===== config.mk =====
export PLATFORM = sky130hd
export DESIGN_NAME = fifo_drain
export DESIGN_NICKNAME = d
export VERILOG_FILES = /design/src/rtl/fifo_drain_pkg.sv /design/src/rtl/fifo_drain_skid.sv /design/src/rtl/fifo_drain.sv
export SDC_FILE = /design/constraint.sdc
export NUM_CORES = 1
export LEC_CHECK = 0
export CAP_MARGIN = 20
export CORE_MARGIN = 2
export CORE_UTILIZATION = 25
export DETAILED_ROUTE_END_ITERATION = 10
export GPL_TIMING_DRIVEN = 0
export PLACE_DENSITY = 0.45
export SLEW_MARGIN = 20
export SYNTH_ARGS = -nofsm -noshare
export SYNTH_HDL_FRONTEND = slang
export SYNTH_SLANG_ARGS = --single-unit

===== constraint.sdc =====
create_clock -name clk -period 2.15 [get_ports clk]
set_input_delay 0.3225 -clock clk [delete_from_list [all_inputs] [get_ports clk]]
set_output_delay 0.3225 -clock clk [all_outputs]
set_load 0.03 [all_outputs]

===== src/rtl/fifo_drain_pkg.sv =====
// Shared constants and types for the fifo_drain read-side engine.
package fifo_drain_pkg;
    localparam int SKID_DEPTH = 2;
    localparam int BEAT_CNT_W = 16;
    typedef logic [1:0] buf_cnt_t;
endpackage


===== src/rtl/fifo_drain_skid.sv =====
// Two-entry ordered skid buffer: entry 0 is always the oldest word.
module fifo_drain_skid
    import fifo_drain_pkg::*;
#(
    parameter int W = 16
) (
    input  logic         clk,
    input  logic         rst_n,
    input  logic         push,
    input  logic         pop,
    input  logic [W-1:0] push_data,
    output logic [W-1:0] head,
    output buf_cnt_t     cnt
);
    logic [SKID_DEPTH-1:0][W-1:0] ent;

    always_ff @(posedge clk or negedge rst_n) begin
        if (!rst_n) begin
            ent <= '0;
            cnt <= '0;
        end else begin
            case ({push, pop})
                2'b10: begin
                    if (cnt == 2'd0) ent[0] <= push_data;
                    else             ent[1] <= push_data;
                    cnt <= cnt + 2'd1;
                end
                2'b01: begin
                    ent[0] <= ent[1];
                    cnt    <= cnt - 2'd1;
                end
                2'b11: begin
                    // Head leaves; the older survivor (or the new word) becomes head.
                    if (cnt == 2'd2) begin
                        ent[0] <= ent[1];
                        ent[1] <= push_data;
                    end else begin
                        ent[0] <= push_data;
                    end
                end
                default: ;
            endcase
        end
    end

    assign head = ent[0];
endmodule


===== src/rtl/fifo_drain.sv =====
// FIFO read-side drain: request logic, skid staging, burst marking, sticky underflow.
// Optional beat statistics counter enabled by defining FIFO_DRAIN_STATS_EN.
module fifo_drain
    import fifo_drain_pkg::*;
#(
    parameter int FIFO_WIDTH = 16,
    parameter int BURST_LEN  = 4
) (
    input  logic                  clk,
    input  logic                  rst_n,
    input  logic                  fifo_empty,
    input  logic                  fifo_underflow,
    input  logic [FIFO_WIDTH-1:0] fifo_data_out,
    output logic                  fifo_rd_en,
    output logic [FIFO_WIDTH-1:0] m_data,
    output logic                  m_valid,
    output logic                  m_last,
    input  logic                  m_ready,
    output logic                  underflow_err,
    output logic [BEAT_CNT_W-1:0] beat_cnt
);
    localparam int IDX_W = (BURST_LEN > 1) ? $clog2(BURST_LEN) : 1;
    localparam logic [IDX_W-1:0] LAST_IDX = IDX_W'(BURST_LEN - 1);

    logic             inflight;
    buf_cnt_t         buf_cnt;
    logic [IDX_W-1:0] beat_idx;
    logic [2:0]       occ;
    logic             pop;
    logic             push;

    // Occupancy counts the word in flight so a returning word always has a slot.
    assign occ        = {1'b0, buf_cnt} + {2'b00, inflight};
    assign pop        = m_valid && m_ready;
    assign push       = inflight && !fifo_underflow;
    assign fifo_rd_en = rst_n && !fifo_empty &&
                        ((occ < 3'd2) || ((occ == 3'd2) && pop));

    assign m_valid = (buf_cnt != 2'd0);
    assign m_last  = m_valid && (beat_idx == LAST_IDX);

    fifo_drain_skid #(.W(FIFO_WIDTH)) u_skid (
        .clk       (clk),
        .rst_n     (rst_n),
        .push      (push),
        .pop       (pop),
        .push_data (fifo_data_out),
        .head      (m_data),
        .cnt       (buf_cnt)
    );

    always_ff @(posedge clk or negedge rst_n) begin
        if (!rst_n) begin
            inflight      <= 1'b0;
            underflow_err <= 1'b0;
            beat_idx      <= '0;
        end else begin
            inflight <= fifo_rd_en;
            if (inflight && fifo_underflow) underflow_err <= 1'b1;
            if (pop) begin
                if (beat_idx == LAST_IDX) beat_idx <= '0;
                else                      beat_idx <= beat_idx + 1'b1;
            end
        end
    end

`ifdef FIFO_DRAIN_STATS_EN
    logic [BEAT_CNT_W-1:0] beat_q;

    always_ff @(posedge clk or negedge rst_n) begin
        if (!rst_n)   beat_q <= '0;
        else if (pop) beat_q <= beat_q + 1'b1;
    end

    assign beat_cnt = beat_q;
`else
    assign beat_cnt = '0;
`endif
endmodule


==> reports/metrics.json, run 1 <==
{
  "timing": {
    "share_of_the_cycle_needed_by_the_critical_path_after_routing_pct": 95.3,
    "post-route-worst-setup-slack_ns": 0.100,
    "hold_viol_final": 0,
    "fmax_ghz": 0.488,
    "worst_clock_skew_ns": 0.00370,
    "fin_setup_tns_ns": 0,
    "timing.final.crit_period_ns": 2.05,
    "setup_viol_count_final": 0,
    "grt_setup_unrepaired": "true",
    "finalMaxSlewViolations": 0
  },
  "setup_path": {
    "critPathRequiredTime_ns": 2.32,
    "critPathCaptureType": "flop",
    "crit_path_start_kind": "flop",
    "slowest_delay_ns": 0.40,
    "path_common_cell": "sky130_fd_sc_hd__buf_6",
    "timing.critical_path.slowest_stage_cell": "sky130_fd_sc_hd__dfrtp_1",
    "cp_data_arrival_time_ns": 2.22,
    "setup.worst_path.class": "flop to flop",
    "timing.critical_path.cells": "buf_6, o21ai_4, inv_4, ha_1, nor2b_1, o21a_4, buf_6, a221oi_2, nor2_1",
    "highest_net_fanout_along_the_worst_path": 10
  },
  "floorplan": {
    "placeableCoreArea_um2": 8180,
    "initial_utilization_pct": 25.7,
    "placement_rows": 33,
    "die_area_um2": 9140,
    "design.portCount": 57,
    "fp.dieW_um": 95.6,
    "die_h_um": 95.6
  },
  "grt": {
    "first_pass_grt_wire_length_um": 6840,
    "grt_usage_pct": 9.95,
    "grt_start_max_net_pins": 28,
    "vias_in_the_first_global_route": 1321,
    "grt-ovfl-total": 0,
    "antenna_found_initial": 0
  },
  "pwr": {
    "power_density_nw_per_um2": 1360,
    "clockPowerShare_pct": 13.1,
    "vdd.ir_drop.worst_v": 0.000468,
    "cellInternalPower_uw": 2370,
    "sequentialPowerShare_pct": 33.2,
    "comb_power_share_pct": 53.6,
    "sw_frac_of_total_pct": 38.6,
    "switching_power_uw": 1490,
    "cellLeakagePower_uw": 0.00132
  },
  "synth": {
    "post_synthesis_share_of_cell_area_spent_on_xor_and_xnor_gates_pct": 1.25,
    "ys_seq_elements": 38,
    "synth_top_cell_by_area": "sky130_fd_sc_hd__dfrtp_1",
    "syn-cell-area_um2": 2100,
    "synthAdderAreaFrac_pct": 4.17,
    "yosysTopAreaCellShare_pct": 45.3,
    "most_frequent_cells_after_synthesis": "sky130_fd_sc_hd__dfrtp_1, sky130_fd_sc_hd__nor2_1, sky130_fd_sc_hd__buf_4",
    "avgSynthCellArea_um2": 11.7,
    "synth_most_common_cell": "sky130_fd_sc_hd__dfrtp_1",
    "synth-warning-count": 0,
    "synth_top_family_by_area": "buffers and inverters",
    "postSynth.asyncResetShare_pct": 100,
    "synth_ff_type": "sky130_fd_sc_hd__dfrtp_1",
    "synth-edff-count": 0,
    "fraction_of_the_yosys_area_taken_by_sequential_cells_pct": 45.3,
    "synth-compound-area-share_pct": 14.3,
    "post_synth_inst_count": 179,
    "synth-simple-area-share_pct": 9.06,
    "ys_top_cells_by_area": "sky130_fd_sc_hd__dfrtp_1, sky130_fd_sc_hd__buf_4, sky130_fd_sc_hd__a221oi_2",
    "yosys.cell_types.count": 29,
    "yosys-mux-area-fraction_pct": 10.4
  },
  "cts": {
    "tritoncts_clock_tree": "done",
    "cts_sinks": 38,
    "clock_tree.root_cell": "sky130_fd_sc_hd__clkbuf_8",
    "h-tree-depth": 2,
    "ctsLongestPathBuffers": 2,
    "clock_latency_ns": 0.29,
    "clk_transition_reported_paths_ns": 0.08,
    "numCtsBuffers": 5
  },
  "detailed_routing": {
    "drc": 0,
    "first_iter_violations": 31,
    "finalWirelength_um": 4180,
    "tritonroute_pass_1_iters": 4,
    "post_drt_wl_per_cell_um": 11.9,
    "via_count": 1397,
    "detail-route-antenna-nets": 0,
    "avgViaCountPerCell": 3.97
  },
  "placement": {
    "gp_routability_congestion": 0.733,
    "number_of_port_buffers": 40,
    "place_worst_setup_slack_ns": -0.409,
    "hpwl_after_detailed_placement_um": 2970
  },
  "outcome": {
    "outcome": "complete, no violations"
  },
  "final_layout": {
    "ratio_of_cells_with_drive_above_1_in_the_final_layout_pct": 35.6,
    "nets": 274,
    "insertedDiodeCount": 0,
    "layout-area-overhead-vs-synth_pct": 35.2
  },
  "job": {
    "drv.max_cap_violation_count": 0
  },
  "min_path": {
    "worstHoldPathType": "primary input to asynchronous set/reset pin"
  }
}
==> per-layer routing <==
metal | routed length, µm | up-vias | GRT usage, %
met3 | 241 | 5 | 3.16
met5 | 0 | - | 0
li1 | - | 701 | -
met1 | 2070 | 651 | 14.3
met4 | 43 | 0 | 2.86
met2 | 1820 | 40 | 14.2
==> power by group through the flow <==
stage	sequential, µW	combinational (µW)	clock, µW
after floorplan	1260	1510	0
after global placement	1290	2060	0
after detailed placement	1300	2070	0
after CTS	1280	2080	533
after global routing	1340	2250	569
final	1280	2070	506
==> per-stage QoR <==
stage	instances	util [%]	cell area, µm²	hold slack (ns)	total power [µW]
floorplan	194	-	2150	0.0269	2770
global placement	339	32.9	2690	0.452	3350
detailed placement	340	33.0	2700	0.247	3370
CTS	350	34.4	2810	0.481	3900
global route	352	34.7	2840	0.488	4160
finish	352	34.7	2840	0.477	3860
==> what timing repair did <==
item	4_1_cts	5_1_grt
hold endpoints to repair	11	0
hold buffers	1	0
gates resized for setup	8	4
pin swaps	1	1
setup endpoints to repair	12	11
cloned	0	0
setup buffers	1	2
==> area by class of cell <==
cell class	instances	area, µm²
flip-flops and latches	38	951
repair buffers	45	444
multi-input cells	113	896
well taps	105	131
clock inverters	1	5.00
fillers	841	5340
clock buffers	7	86.3
plain buffers	38	302
inverters	5	21.3
==> kinds of logic after synthesis <==
group | count (synthesis)
AO/OA/AOI/OAI | 25
XOR/XNOR | 3
adder cells (fa/ha/maj) | 7
buffers and inverters | 43
flip-flops | 38
multiplexers | 16
other | 1
AND/OR/NAND/NOR | 46
==> state kept, by name, indices dropped and copies added, names as in the netlist <==
| register | flops |
|---|---|
| u_skid.ent | 16 |
| beat_idx | 2 |
| inflight | 1 |
| u_skid.head | 16 |
| underflow_err | 1 |
| u_skid.cnt | 2 |
==> critical path, delay by kind of cell, from the launching register on <==
family	cells	cell delay, ns
buffers and inverters	3	0.42
adder cells (fa/ha/maj)	1	0.23
flip-flops	1	0.40
AND/OR/NAND/NOR	2	0.21
AO/OA/AOI/OAI	3	0.68
==> layout by cell type, fill, tap and decap left out, drive strengths merged <==
| cell type | instances |
|---|---|
| dfrtp | 38 |
| inv | 5 |
| nor3 | 1 |
| dlygate4sd2 | 1 |
| a21oi | 1 |
| dlygate4sd3 | 1 |
| or2 | 1 |
| nand2b | 1 |
| conb | 16 |
| a221oi | 16 |
| mux2 | 16 |
| clkinv | 1 |
| o21a | 1 |
| a31oi | 2 |
| ha | 7 |
| nand2 | 5 |
| xnor2 | 3 |
| nor2b | 1 |
| o21ai | 3 |
| nor3b | 1 |
| nor2 | 35 |
| clkbuf | 7 |
| buf | 44 |
| clkdlybuf4s50 | 37 |
| a21o | 2 |
| and2 | 1 |
==> worst paths after layout <==
path,endpoint,depth (start not counted),startpoint,slack [ns]
setup / recovery,u_skid.head[6],9,u_skid.cnt[0],0.10
hold / removal,u_skid.head[11],2,rst_n,0.48
setup reg to reg,u_skid.head[6],9,u_skid.cnt[0],0.10
hold reg to reg,beat_idx[1],2,beat_idx[1],0.48
max in group asynchronous,u_skid.head[14],3,rst_n,1.23
min in group clk,beat_idx[1],2,beat_idx[1],0.48
(Power assumes the default switching activity.)
==> run 2: changes to the inputs <==
--- a/config.mk
+++ b/config.mk
@@ -6,7 +6,6 @@
 export NUM_CORES = 1
 export LEC_CHECK = 0
 export CAP_MARGIN = 20
-export CORE_MARGIN = 2
 export CORE_UTILIZATION = 25
 export DETAILED_ROUTE_END_ITERATION = 10
 export GPL_TIMING_DRIVEN = 0
==> run 2 against run 1 <==
The run now ends with design-rule violations left. Sequential power hardly changed. Worst hold slack lost 0.46 ns. Largest cell class unchanged. Utilization rose by 0.23 points. Critical path depth decreased by 1. Non-clock buffer count unchanged. Setup slack worse by 0.0068 ns. Final area is 0.66% higher. Global-route usage rose by 0.50 points. Count of clock-buffer cells in the layout is the same. Combinational power is essentially flat. Routed wire length up 0.60%.
==> reports/metrics.json, run 2 (same netlist as run 1, synthesis figures left out) <==
{
  "pwr": {
    "power_density": {"value": 1360, "unit": "nW/µm²", "change": "+0.25%"},
    "vdd.ir_drop.worst": {"value": 0.000499, "unit": "V", "change": "+6.7%"},
    "cellInternalPower": {"value": 2380, "unit": "µW", "change": "+0.49%"},
    "sequentialPowerShare": {"value": 33.2, "unit": "%", "change": "about the same"},
    "comb_power_share": {"value": 53.7, "unit": "%", "change": "about the same"},
    "sw_frac_of_total": {"value": 38.8, "unit": "%", "change": "+0.26 points"},
    "total_power": {"value": 3890, "unit": "µW", "change": "+0.92%"},
    "clockPowerShare": {"value": 13.1, "unit": "%", "change": "about the same"},
    "cellLeakagePower": {"value": 0.00132, "unit": "µW", "change": "+0.43%"},
    "switching_power": {"value": 1510, "unit": "µW", "change": "+1.6%"}
  },
  "final_layout": {
    "finish.instance_area": {"value": 2860, "unit": "µm²", "change": "+0.66%"},
    "ratio_of_cells_with_drive_above_1_in_the_final_layout": {"value": 35.6, "unit": "%", "change": "unchanged"},
    "layout.cells.most_common_list": "sky130_fd_sc_hd__dfrtp_1, sky130_fd_sc_hd__clkdlybuf4s50_1, sky130_fd_sc_hd__buf_4",
    "layout-area-overhead-vs-synth_pct": 36.1,
    "fillCellCount": {"value": 840, "change": "-0.12%"},
    "layout.cells.non_filler": {"value": 352, "change": "unchanged"},
    "nets": {"value": 274, "change": "unchanged"},
    "layout_commonest_cell": "sky130_fd_sc_hd__dfrtp_1",
    "insertedDiodeCount": {"value": 0, "change": "unchanged"}
  },
  "floorplan": {
    "die_h": {"value": 93.6, "unit": "µm", "change": "-2.1%"},
    "design.portCount": {"value": 57, "change": "unchanged"},
    "initial_utilization": {"value": 25.7, "unit": "%", "change": "unchanged"},
    "die_area": {"value": 8760, "unit": "µm²", "change": "-4.1%"},
    "placeableCoreArea": {"value": 8180, "unit": "µm²", "change": "unchanged"},
    "fp.dieW": {"value": 93.6, "unit": "µm", "change": "-2.1%"},
    "placement_rows": {"value": 33, "change": "unchanged"}
  },
  "detailed_routing": {
    "via_count": {"value": 1394, "change": "-0.21%"},
    "post_drt_wl_per_cell": {"value": 11.9, "unit": "µm", "change": "+0.60%"},
    "first_iter_violations": {"value": 35, "change": "+13%"},
    "drc": {"value": 2, "change": "+2"},
    "tritonroute_pass_1_iters": {"value": 7, "change": "+3"},
    "detail-route-antenna-nets": {"value": 0, "change": "unchanged"},
    "avgViaCountPerCell": {"value": 3.96, "change": "-0.21%"},
    "finalWirelength": {"value": 4200, "unit": "µm", "change": "+0.60%"}
  },
  "setup_path": {
    "setup.worst_path.class": "flop to flop",
    "cp_data_arrival_time": {"value": 2.23, "unit": "ns", "change": "about the same"},
    "reg2reg_setup_slack": {"value": 0.09, "unit": "ns", "change": "about the same"},
    "critPathRequiredTime": {"value": 2.32, "unit": "ns", "change": "about the same"},
    "highest_net_fanout_along_the_worst_path": {"value": 10, "change": "unchanged"},
    "crit_path_start_kind": "flop",
    "critPathCaptureType": "flop"
  },
  "placement": {
    "hpwl_after_detailed_placement": {"value": 2960, "unit": "µm", "change": "-0.55%"},
    "placed_cells_incl_taps": {"value": 340, "change": "unchanged"},
    "number_of_port_buffers": {"value": 40, "change": "unchanged"},
    "place_area": {"value": 2710, "unit": "µm²", "change": "+0.28%"},
    "gp_routability_congestion": {"value": 0.683, "change": "-6.8%"}
  },
  "timing": {
    "fmax": {"value": 0.486, "unit": "GHz", "change": "-0.33%"},
    "setup_viol_count_final": {"value": 0, "change": "unchanged"},
    "timing.final.crit_period": {"value": 2.06, "unit": "ns", "change": "+0.00684 ns"},
    "hold_viol_final": {"value": 0, "change": "unchanged"},
    "fin_setup_tns": {"value": 0, "unit": "ns", "change": "unchanged"},
    "share_of_the_cycle_needed_by_the_critical_path_after_routing": {"value": 95.6, "unit": "%", "change": "+0.32 points"},
    "worst_clock_skew": {"value": 0.00232, "unit": "ns", "change": "-0.00138 ns"},
    "worst_slew_pin_slew_ns": 0.794,
    "max-slew-margin-rel_pct": 46.9,
    "grt_setup_unrepaired": "false",
    "finalMaxSlewViolations": {"value": 0, "change": "unchanged"}
  },
  "cts": {
    "tritoncts_clock_tree": "done",
    "clock_tree.root_cell": "sky130_fd_sc_hd__clkbuf_8",
    "numCtsBuffers": {"value": 5, "change": "unchanged"},
    "cts_sinks": {"value": 38, "change": "unchanged"},
    "clk_transition_reported_paths": {"value": 0.08, "unit": "ns", "change": "about the same"},
    "ctsLongestPathBuffers": {"value": 2, "change": "unchanged"},
    "clock_latency": {"value": 0.28, "unit": "ns", "change": "about the same"},
    "h-tree-depth": {"value": 2, "change": "unchanged"}
  },
  "grt": {
    "first_pass_grt_wire_length": {"value": 6870, "unit": "µm", "change": "+0.51%"},
    "vias_in_the_first_global_route": {"value": 1384, "change": "+4.8%"},
    "grt_usage": {"value": 10.4, "unit": "%", "change": "+0.50 points"},
    "grt-ovfl-total": {"value": 0, "change": "unchanged"},
    "antenna_found_initial": {"value": 0, "change": "unchanged"},
    "grt_start_max_net_pins": {"value": 23, "change": "-18%"}
  },
  "min_path": {
    "worstHoldPathType": "primary input to asynchronous set/reset pin"
  },
  "outcome": {
    "outcome": "complete, but fails checks",
    "violations": "design-rule violations"
  },
  "job": {
    "drv.max_cap_violation_count": {"value": 0, "change": "unchanged"}
  }
}
## run 2: stage by stage
stage	utilization [%]	setup slack (ns)	hold WS (ns)
after floorplan	-	0.142	0.0269
after global placement	32.9	-1.48	0.452
after detailed placement	33.1	-0.364	0.308
after CTS	34.4	0.0188	0.0222
after global routing	34.9	0.00394	0.0128
final	34.9	0.0936	0.0156
## run 2: worst paths after layout
path / start / end / cells past startpoint
hold reg to reg: underflow_err / underflow_err / 1
max in group asynchronous: rst_n / beat_idx[0] / 2
min in group clk: underflow_err / underflow_err / 1
setup reg to reg: u_skid.cnt[0] / u_skid.ent[24] / 8
hold / removal: rst_n / u_skid.head[12] / 2
setup / recovery: u_skid.cnt[0] / u_skid.ent[24] / 8
## run 2: critical path, stage by stage, from the launching register on
cell                      delay [ns]
sky130_fd_sc_hd__dfrtp_1        0.39
sky130_fd_sc_hd__buf_6          0.15
sky130_fd_sc_hd__o21ai_4        0.25
sky130_fd_sc_hd__inv_4          0.08
sky130_fd_sc_hd__ha_1           0.23
sky130_fd_sc_hd__a21oi_1        0.22
sky130_fd_sc_hd__o21ai_4        0.13
sky130_fd_sc_hd__buf_6          0.18
sky130_fd_sc_hd__mux2_4         0.30
## run 2: what timing repair did
item | in CTS | in global routing
setup endpoints to repair | 12 | 16
setup buffers | 0 | 3
pin swaps | 1 | 1
hold endpoints to repair | 17 | 0
resized for setup | 8 | 5
hold buffers | 1 | 0
## run 2: power groups by stage
stage	logic, µW	clock network (µW)	registers, µW
final	2090	511	1290
after global routing	2260	577	1350
after CTS	2080	537	1290
after detailed placement	2070	0	1300
after global placement	2060	0	1290
after floorplan	1510	0	1260
## run 2: area by class of cell
type,count,area [µm²],area share [%]
Sequential cell,38,951,33.3
Multi-Input combinational cell,113,907,31.8
Timing Repair Buffer,45,452,15.8
Buffer,38,302,10.6
Tap cell,105,131,4.60
Clock buffer,7,86.3,3.02
Inverter,5,21.3,0.745
Clock inverter,1,5.00,0.175
## run 2: metal layers
| layer | track usage (%) | vias to the layer above | wire, µm |
|---|---|---|---|
| met3 | 2.60 | 5 | 221 |
| met1 | 14.6 | 649 | 2110 |
| li1 | - | 701 | - |
| met5 | 0 | - | 0 |
| met2 | 15.9 | 39 | 1830 |
| met4 | 3.08 | 0 | 38 |
